--- config.mk ---
export PLATFORM = sky130hd
export DESIGN_NAME = floatfork_flat
export DESIGN_NICKNAME = d
export VERILOG_FILES = /design/src/rtl/floatmul_pkg.sv /design/src/rtl/floatfork_if.sv /design/src/rtl/floatfork.sv /design/src/flat_wrapper.sv
export SDC_FILE = /design/constraint.sdc
export NUM_CORES = 1
export LEC_CHECK = 0
export ABC_AREA = 1
export BUFFER_PORTS_ARGS = -buffer_cell sky130_fd_sc_hd__buf_2
export CAP_MARGIN = 15
export CORE_ASPECT_RATIO = 1.75
export CORE_UTILIZATION = 28
export CTS_CLUSTER_SIZE = 16
export DETAILED_ROUTE_END_ITERATION = 10
export GPL_ROUTABILITY_DRIVEN = 0
export MAX_ROUTING_LAYER = met4
export SYNTH_ARGS = -nofsm -noshare
export SYNTH_HDL_FRONTEND = slang
export SYNTH_SLANG_ARGS = --single-unit
--- constraint.sdc ---
create_clock -name clk -period 1.6 [get_ports clk]
set_input_delay 0.32 -clock clk [delete_from_list [all_inputs] [get_ports clk]]
set_output_delay 0.32 -clock clk [all_outputs]
set_load 0.02 [all_outputs]
--- src/rtl/floatmul_pkg.sv ---
// Shared payload types for the float32 multiply datapath.
// The fork and join stages treat the word as opaque bits.
package floatmul_pkg;

  localparam int unsigned EXP_W  = 8;
  localparam int unsigned MANT_W = 23;
  localparam int unsigned WORD_W = 1 + EXP_W + MANT_W;

  typedef struct packed {
    logic              sign;
    logic [EXP_W-1:0]  exponent;
    logic [MANT_W-1:0] mantissa;
  } float32_t;

endpackage

--- src/rtl/floatfork_if.sv ---
// Stream bundle for the float32 fork: one producer side and two consumer branches.
// The slave modport is the fork's own view of the bundle.
interface floatfork_if;
  import floatmul_pkg::*;

  logic     i_valid;
  float32_t i_data;
  logic     i_ready;

  logic     a_valid;
  float32_t a_data;
  logic     a_ready;

  logic     b_valid;
  float32_t b_data;
  logic     b_ready;

  modport master (
    output i_valid, i_data, a_ready, b_ready,
    input  i_ready, a_valid, a_data, b_valid, b_data
  );

  modport slave (
    input  i_valid, i_data, a_ready, b_ready,
    output i_ready, a_valid, a_data, b_valid, b_data
  );

endinterface

--- src/rtl/floatfork.sv ---
// Eager two-way fork: one held float32 word is delivered once to each branch,
// with each branch handshaking independently of the other.
module floatfork
  import floatmul_pkg::*;
#(
  parameter int unsigned CNT_W = 16
) (
  input  logic             clk,
  input  logic             rst,
  floatfork_if.slave       io,
  output logic             busy,
  output logic [CNT_W-1:0] a_count,
  output logic [CNT_W-1:0] b_count
);

  logic             h_valid_q, h_valid_d;
  float32_t         h_data_q,  h_data_d;
  logic             a_done_q,  a_done_d;
  logic             b_done_q,  b_done_d;
  logic [CNT_W-1:0] a_count_q, a_count_d;
  logic [CNT_W-1:0] b_count_q, b_count_d;

  logic a_valid_c;
  logic b_valid_c;
  logic a_hs_c;
  logic b_hs_c;
  logic retire_c;
  logic i_ready_c;
  logic accept_c;

  // Branch presentation and handshake decode
  always_comb begin
    a_valid_c = h_valid_q & ~a_done_q;
    b_valid_c = h_valid_q & ~b_done_q;
    a_hs_c    = a_valid_c & io.a_ready;
    b_hs_c    = b_valid_c & io.b_ready;
    retire_c  = h_valid_q & (a_done_q | io.a_ready) & (b_done_q | io.b_ready);
    i_ready_c = ~h_valid_q | retire_c;
    accept_c  = io.i_valid & i_ready_c;
  end

  // Hold-stage update; a fresh word wins over retiring the old one
  always_comb begin
    h_valid_d = h_valid_q;
    h_data_d  = h_data_q;
    a_done_d  = a_done_q;
    b_done_d  = b_done_q;
    a_count_d = a_count_q + CNT_W'(a_hs_c);
    b_count_d = b_count_q + CNT_W'(b_hs_c);

    if (accept_c) begin
      h_valid_d = 1'b1;
      h_data_d  = io.i_data;
      a_done_d  = 1'b0;
      b_done_d  = 1'b0;
    end else if (retire_c) begin
      h_valid_d = 1'b0;
      a_done_d  = 1'b0;
      b_done_d  = 1'b0;
    end else begin
      a_done_d  = a_done_q | a_hs_c;
      b_done_d  = b_done_q | b_hs_c;
    end
  end

  always_ff @(posedge clk) begin
    if (!rst) begin
      h_valid_q <= 1'b0;
      h_data_q  <= '0;
      a_done_q  <= 1'b0;
      b_done_q  <= 1'b0;
      a_count_q <= '0;
      b_count_q <= '0;
    end else begin
      h_valid_q <= h_valid_d;
      h_data_q  <= h_data_d;
      a_done_q  <= a_done_d;
      b_done_q  <= b_done_d;
      a_count_q <= a_count_d;
      b_count_q <= b_count_d;
    end
  end

  assign io.i_ready = i_ready_c;
  assign io.a_valid = a_valid_c;
  assign io.b_valid = b_valid_c;
  assign io.a_data  = h_data_q;
  assign io.b_data  = h_data_q;
  assign busy       = h_valid_q;
  assign a_count    = a_count_q;
  assign b_count    = b_count_q;

endmodule
--- src/flat_wrapper.sv ---
// flat-port wrapper written by rule: the top's interface ports become plain ports
module floatfork_flat import floatmul_pkg::*;
#(
  parameter int unsigned CNT_W = 16
)
  (clk, rst, busy, a_count, b_count, io_i_valid, io_i_data, io_a_ready, io_b_ready, io_i_ready, io_a_valid, io_a_data, io_b_valid, io_b_data);
  floatfork_if io_i ();
  input  logic clk;
  input  logic rst;
  output logic busy;
  output logic [CNT_W-1:0] a_count;
  output logic [CNT_W-1:0] b_count;
  input wire logic [$bits(io_i.i_valid)-1:0] io_i_valid;
  input wire logic [$bits(io_i.i_data)-1:0] io_i_data;
  input wire logic [$bits(io_i.a_ready)-1:0] io_a_ready;
  input wire logic [$bits(io_i.b_ready)-1:0] io_b_ready;
  output wire logic [$bits(io_i.i_ready)-1:0] io_i_ready;
  output wire logic [$bits(io_i.a_valid)-1:0] io_a_valid;
  output wire logic [$bits(io_i.a_data)-1:0] io_a_data;
  output wire logic [$bits(io_i.b_valid)-1:0] io_b_valid;
  output wire logic [$bits(io_i.b_data)-1:0] io_b_data;
  assign io_i.i_valid = io_i_valid;
  assign io_i.i_data = io_i_data;
  assign io_i.a_ready = io_a_ready;
  assign io_i.b_ready = io_b_ready;
  assign io_i_ready = io_i.i_ready;
  assign io_a_valid = io_i.a_valid;
  assign io_a_data = io_i.a_data;
  assign io_b_valid = io_i.b_valid;
  assign io_b_data = io_i.b_data;
  floatfork #(.CNT_W(CNT_W)) u_core (.clk(clk), .rst(rst), .io(io_i), .busy(busy), .a_count(a_count), .b_count(b_count));
endmodule
Yosys cells after proc, flatten, opt, wreduce, memory -nomap -nowiden
Cells that the tools add are included.
- register bits after elaboration: 67
- latch bits: 0
- RAM bits: 0
- bits in read-only memories: 0
- input bits: 37
- output and inout bits: 100
- word-level logic and storage cells: 30
- memories kept: 0
- add/subtract/negate cells: 2
- multiply operators: 0
- div/mod/pow operators: 0
- order comparisons: 0
- eq/ne operators: 0
- shifts and indexed selects: 0
- muxes and demuxes: 2
- bitwise gates (word level): 16
- reduce and logical (&&, ||, !) cells: 2
- operators with widths (kind ; count):
    adder 16 x 1 -> 16 bit ; 2
    AND 1 bit ; 7
    OR 1 bit ; 5
    NOT 1 bit ; 4
    OR reduction 3 bit ; 1
    2-to-1 mux 1 bit ; 2
    nonzero test 2 bit ; 1

Longest topological paths before layout
- depth after elaboration: 6
- mapped depth: 10

Worst setup path before layout
No wires, ideal clock.
- path kind: reg2reg
- start: reg u_core.h_valid_q (netlist: u_core.busy)
- end: reg u_core.b_count_q[10] (netlist: u_core.b_count[10])
- arrival time: 1.831 ns
- required time: 1.481 ns
- path slack: -0.350 ns
- stages on the path, launching flop included: 10
- period minus slack after synthesis: 1.950 ns
- cells stage by stage: dfxtp_1 inv_1 nor3_1 ha_1 ha_1 nand3_1 nor2_2 nand2_1 o21ai_0 a21oi_1
- longest elaborated chain between the ends: 3
- ends and longest elaborated chain (element ; line ; text):
    start: declaration ; floatfork.sv:16 ; logic h_valid_q, h_valid_d;
    start signal: assignment ; floatfork.sv:75 ; h_valid_q <= h_valid_d;
    AND 1 bit ; floatfork.sv:34 ; b_valid_c = h_valid_q & ~b_done_q;
    AND 1 bit ; floatfork.sv:36 ; b_hs_c = b_valid_c & io.b_ready;
    adder 16 x 1 -> 16 bit ; floatfork.sv:49 ; b_count_d = b_count_q + CNT_W'(b_hs_c);
    end signal: assignment ; floatfork.sv:80 ; b_count_q <= b_count_d;
    end: declaration ; floatfork.sv:21 ; logic [CNT_W-1:0] b_count_q, b_count_d;
Every way passes these cells.
A chain may end at the register's enable or synchronous reset.

Worst setup path in the final report
- start: reg u_core.a_done_q
- end: reg u_core.a_count_q[8] (netlist: u_core.a_count[8])
- longest elaborated chain between the ends: 4
- ends and longest elaborated chain (element ; line ; text):
    start: declaration ; floatfork.sv:18 ; logic a_done_q, a_done_d;
    start signal: assignment ; floatfork.sv:77 ; a_done_q <= a_done_d;
    NOT 1 bit ; floatfork.sv:33 ; a_valid_c = h_valid_q & ~a_done_q;
    AND 1 bit ; floatfork.sv:33 ;
    AND 1 bit ; floatfork.sv:35 ; a_hs_c = a_valid_c & io.a_ready;
    adder 16 x 1 -> 16 bit ; floatfork.sv:48 ; a_count_d = a_count_q + CNT_W'(a_hs_c);
    end signal: assignment ; floatfork.sv:79 ; a_count_q <= a_count_d;
    end: declaration ; floatfork.sv:20 ; logic [CNT_W-1:0] a_count_q, a_count_d;
Every way passes these cells.

==> metrics.yaml <==
critical_path:
  worstSetupPathType: "register to register"
  reg2reg_slack_ns: -0.02
  cp-end-kind: "register"
  critical_path_required_ns: 1.81
  rr_startpoint: "u_core.a_done_q"
  critPathMaxFanout: 4
  r2r_cells: 9
  cp-start-kind: "register"
  r2r_end: "u_core.a_count[8]"
  critPathArrivalTime_ns: 1.83
drt:
  drt-vias-per-instance: 4.36
  postRouteWirelength_mm: 8.80
  drtPass1Iterations: 4
  drc: 0
  drtIter0Drc: 77
  vias: 3407
  ant_nets: 0
  wire_per_inst_um: 11.2
sta:
  min_period_ns: 1.62
  max_freq_mhz: 618
  rsz0062_at_grt: "true"
  worst_slew_pin_slew_ns: 0.340
  setup_violations: 1
  layout_setup_ws_ns: -0.0168
  hold_violations: 0
  tns_ns: -0.0168
  max_slew_margin_pct: 77.3
  fin_crit_sh_pct: 101
  fin_skew_ns: 0.00549
  drv_slew: 0
cts:
  clock-sinks: 67
  clk_pin_slew_ns: 0.05
  root_buffer: "clkbuf_16"
  cts_tree: "done"
  clk_latency_ns: 0.32
  h-tree-depth: 3
  cts_buffers: 9
  cts_max_path_buffers: 2
floorplan:
  io_pins: 137
  die_width_um: 85.9
  die_height_um: 149
  core_area_um2: 12000
  dieArea_um2: 12800
  fp-row-count: 53
  start_util_pct: 28.8
place:
  hpwl_mm: 6.47
  io_buffers: 136
logic_synthesis:
  yosysUniqueCellTypes: 29
  synth_cells: 494
  ys_seq_area_share_pct: 38.9
  avgSynthCellArea_um2: 6.99
  ys.flop_type: "dfxtp_1"
  postSynth.asyncResetShare_pct: 0
  synth-edff-count: 0
  synth_seq_cells: 67
  syn-num-nets: 537
  synthesis.area_um2: 3450
  ys_warn_count: 0
grt:
  use_met2_pct: 24.6
  grt_pass1_wl_mm: 14.1
  antenna_found_initial: 0
  grt_max_degree: 37
  track_usage_pct: 14.3
  grt_pass1_vias: 3080
  use_met1_pct: 15.5
  grt-busiest-layer: "met2"
  grt-ovfl-total: 0
  grt_util_met3_pct: 3.21
cells_and_area:
  drive_gt1_share_pct: 35.5
  mostFrequentLayoutCells: "buf_2, nand2_1, nor2_1"
  postLayoutCoreUtil_pct: 38.8
  fin_nets: 655
  final_common_cell: "buf_2"
  area_delta_synth_final_pct: 34.8
  antenna-diode-count: 0
  fill_cells: 1255
hold_path:
  hold_depth: 5
  hold_start: "io_i_data[29]"
  holdPathEnd: "u_core.io.a_data[29]"
  min_path_type: "input pin to register"
job:
  cap_violations: 0
status:
  violations: "setup timing"
  status: "finished with violations"
pwr:
  peakVddDrop_mv: 0.515
  powerDensity_nw_per_um2: 961
  leakage_nw: 2.41
-- state kept, by name, summed over array words and instances (netlist names) --
register          count
u_core.io.a_data     32
u_core.b_count       16
u_core.a_count       16
u_core.b_done_q       1
u_core.busy           1
u_core.a_done_q       1
-- critical path, cell delays in order (launching register included) --
cell	delay, ns
dfxtp_4	0.36
nor3_4	0.19
ha_2	0.22
ha_4	0.15
buf_4	0.11
nand2_1	0.09
nor2_2	0.14
nand2_1	0.08
xor2_1	0.13
nor2_1	0.05
-- area by class of cell --
cell class | instances | area [µm²] | area share [%]
Clock buffer | 14 | 254 | 5.46
Clock inverter | 2 | 35.0 | 0.753
Inverter | 73 | 277 | 5.94
Multi-Input combinational cell | 301 | 1620 | 34.7
Sequential cell | 67 | 1350 | 29.0
Tap cell | 165 | 206 | 4.44
Timing Repair Buffer | 160 | 917 | 19.7
-- synthesized netlist by cell type, types with 2 or more instances --
cell | number | share of area [%]
a21oi_1 | 23 | 3.3
a21oi_2 | 18 | 4.6
buf_1 | 4 | 0.43
buf_12 | 2 | 1.2
buf_2 | 6 | 0.87
buf_4 | 32 | 7.0
buf_6 | 3 | 0.98
clkbuf_1 | 6 | 0.65
dfxtp_1 | 67 | 39
ha_1 | 6 | 2.2
inv_1 | 72 | 7.8
nand2_1 | 96 | 10
nand3_1 | 46 | 6.7
nand4_1 | 3 | 0.54
nor2_1 | 82 | 8.9
nor2_2 | 4 | 0.72
nor3_1 | 2 | 0.29
o21ai_0 | 4 | 0.58
o21bai_1 | 2 | 0.43
xor2_1 | 7 | 1.8
-- power by group --
group	switching [mW]	leakage, nW	internal [mW]
registers	0.0602	0.550	1.75
logic	0.457	1.72	0.280
clock network	0.681	0.141	1.25
-- per-layer routing --
metal / routed length [µm] / vias to the layer above
met1: 3570 / 1554
met2: 4540 / 112
li1: - / 1721
met5: 0 / -
met4: 265 / 0
met3: 414 / 20
-- logic make-up (layout without fill, tap and decap cells) --
| logic type | Yosys count | count (layout) | synth area share (%) |
|---|---|---|---|
| simple gates | 236 | 236 | 28.3 |
| buf+inv | 126 | 249 | 19.0 |
| flops | 67 | 67 | 38.9 |
| fa+ha+maj | 6 | 6 | 2.17 |
| xor+xnor | 8 | 8 | 2.03 |
| compound gates | 51 | 51 | 9.68 |
-- worst max-delay path by stage --
stage	from	endpoint	slack, ns	cells after the start
final	u_core.a_done_q	u_core.a_count[8]	-0.02	9
after global placement	io_a_ready	u_core.a_count[12]	-0.12	11
after floorplan	io_a_ready	u_core.a_count[10]	0.02	9
after detailed placement	io_a_ready	u_core.a_count[12]	-0.20	11
after CTS	u_core.busy	u_core.a_count[12]	-0.02	10
after global routing	u_core.a_done_q	u_core.a_count[8]	-0.10	9
-- stage by stage --
step / worst slack, ns / instance area (µm²) / instances / hold slack, ns / total power, mW
floorplan: 0.0226 / 3530 / 494 / 0.525 / 2.40
global placement: -0.123 / 4160 / 755 / 0.465 / 2.53
detailed placement: -0.195 / 4160 / 755 / 0.470 / 2.54
CTS: -0.0189 / 4520 / 776 / 0.296 / 4.53
global route: -0.103 / 4650 / 782 / 0.318 / 4.70
finish: -0.0168 / 4650 / 782 / 0.307 / 4.47
-- timing repair --
item / 4_1_cts / 5_1_grt
endpoints found under the hold margin: 0 / 0
resized for setup: 8 / 18
buffers inserted: 5 / 5
hold buffers: 0 / 0
gates cloned: 0 / 1
endpoints found under the setup margin: 3 / 43
pin swaps: 5 / 13
Note: power is estimated with default switching activity, not from simulation.
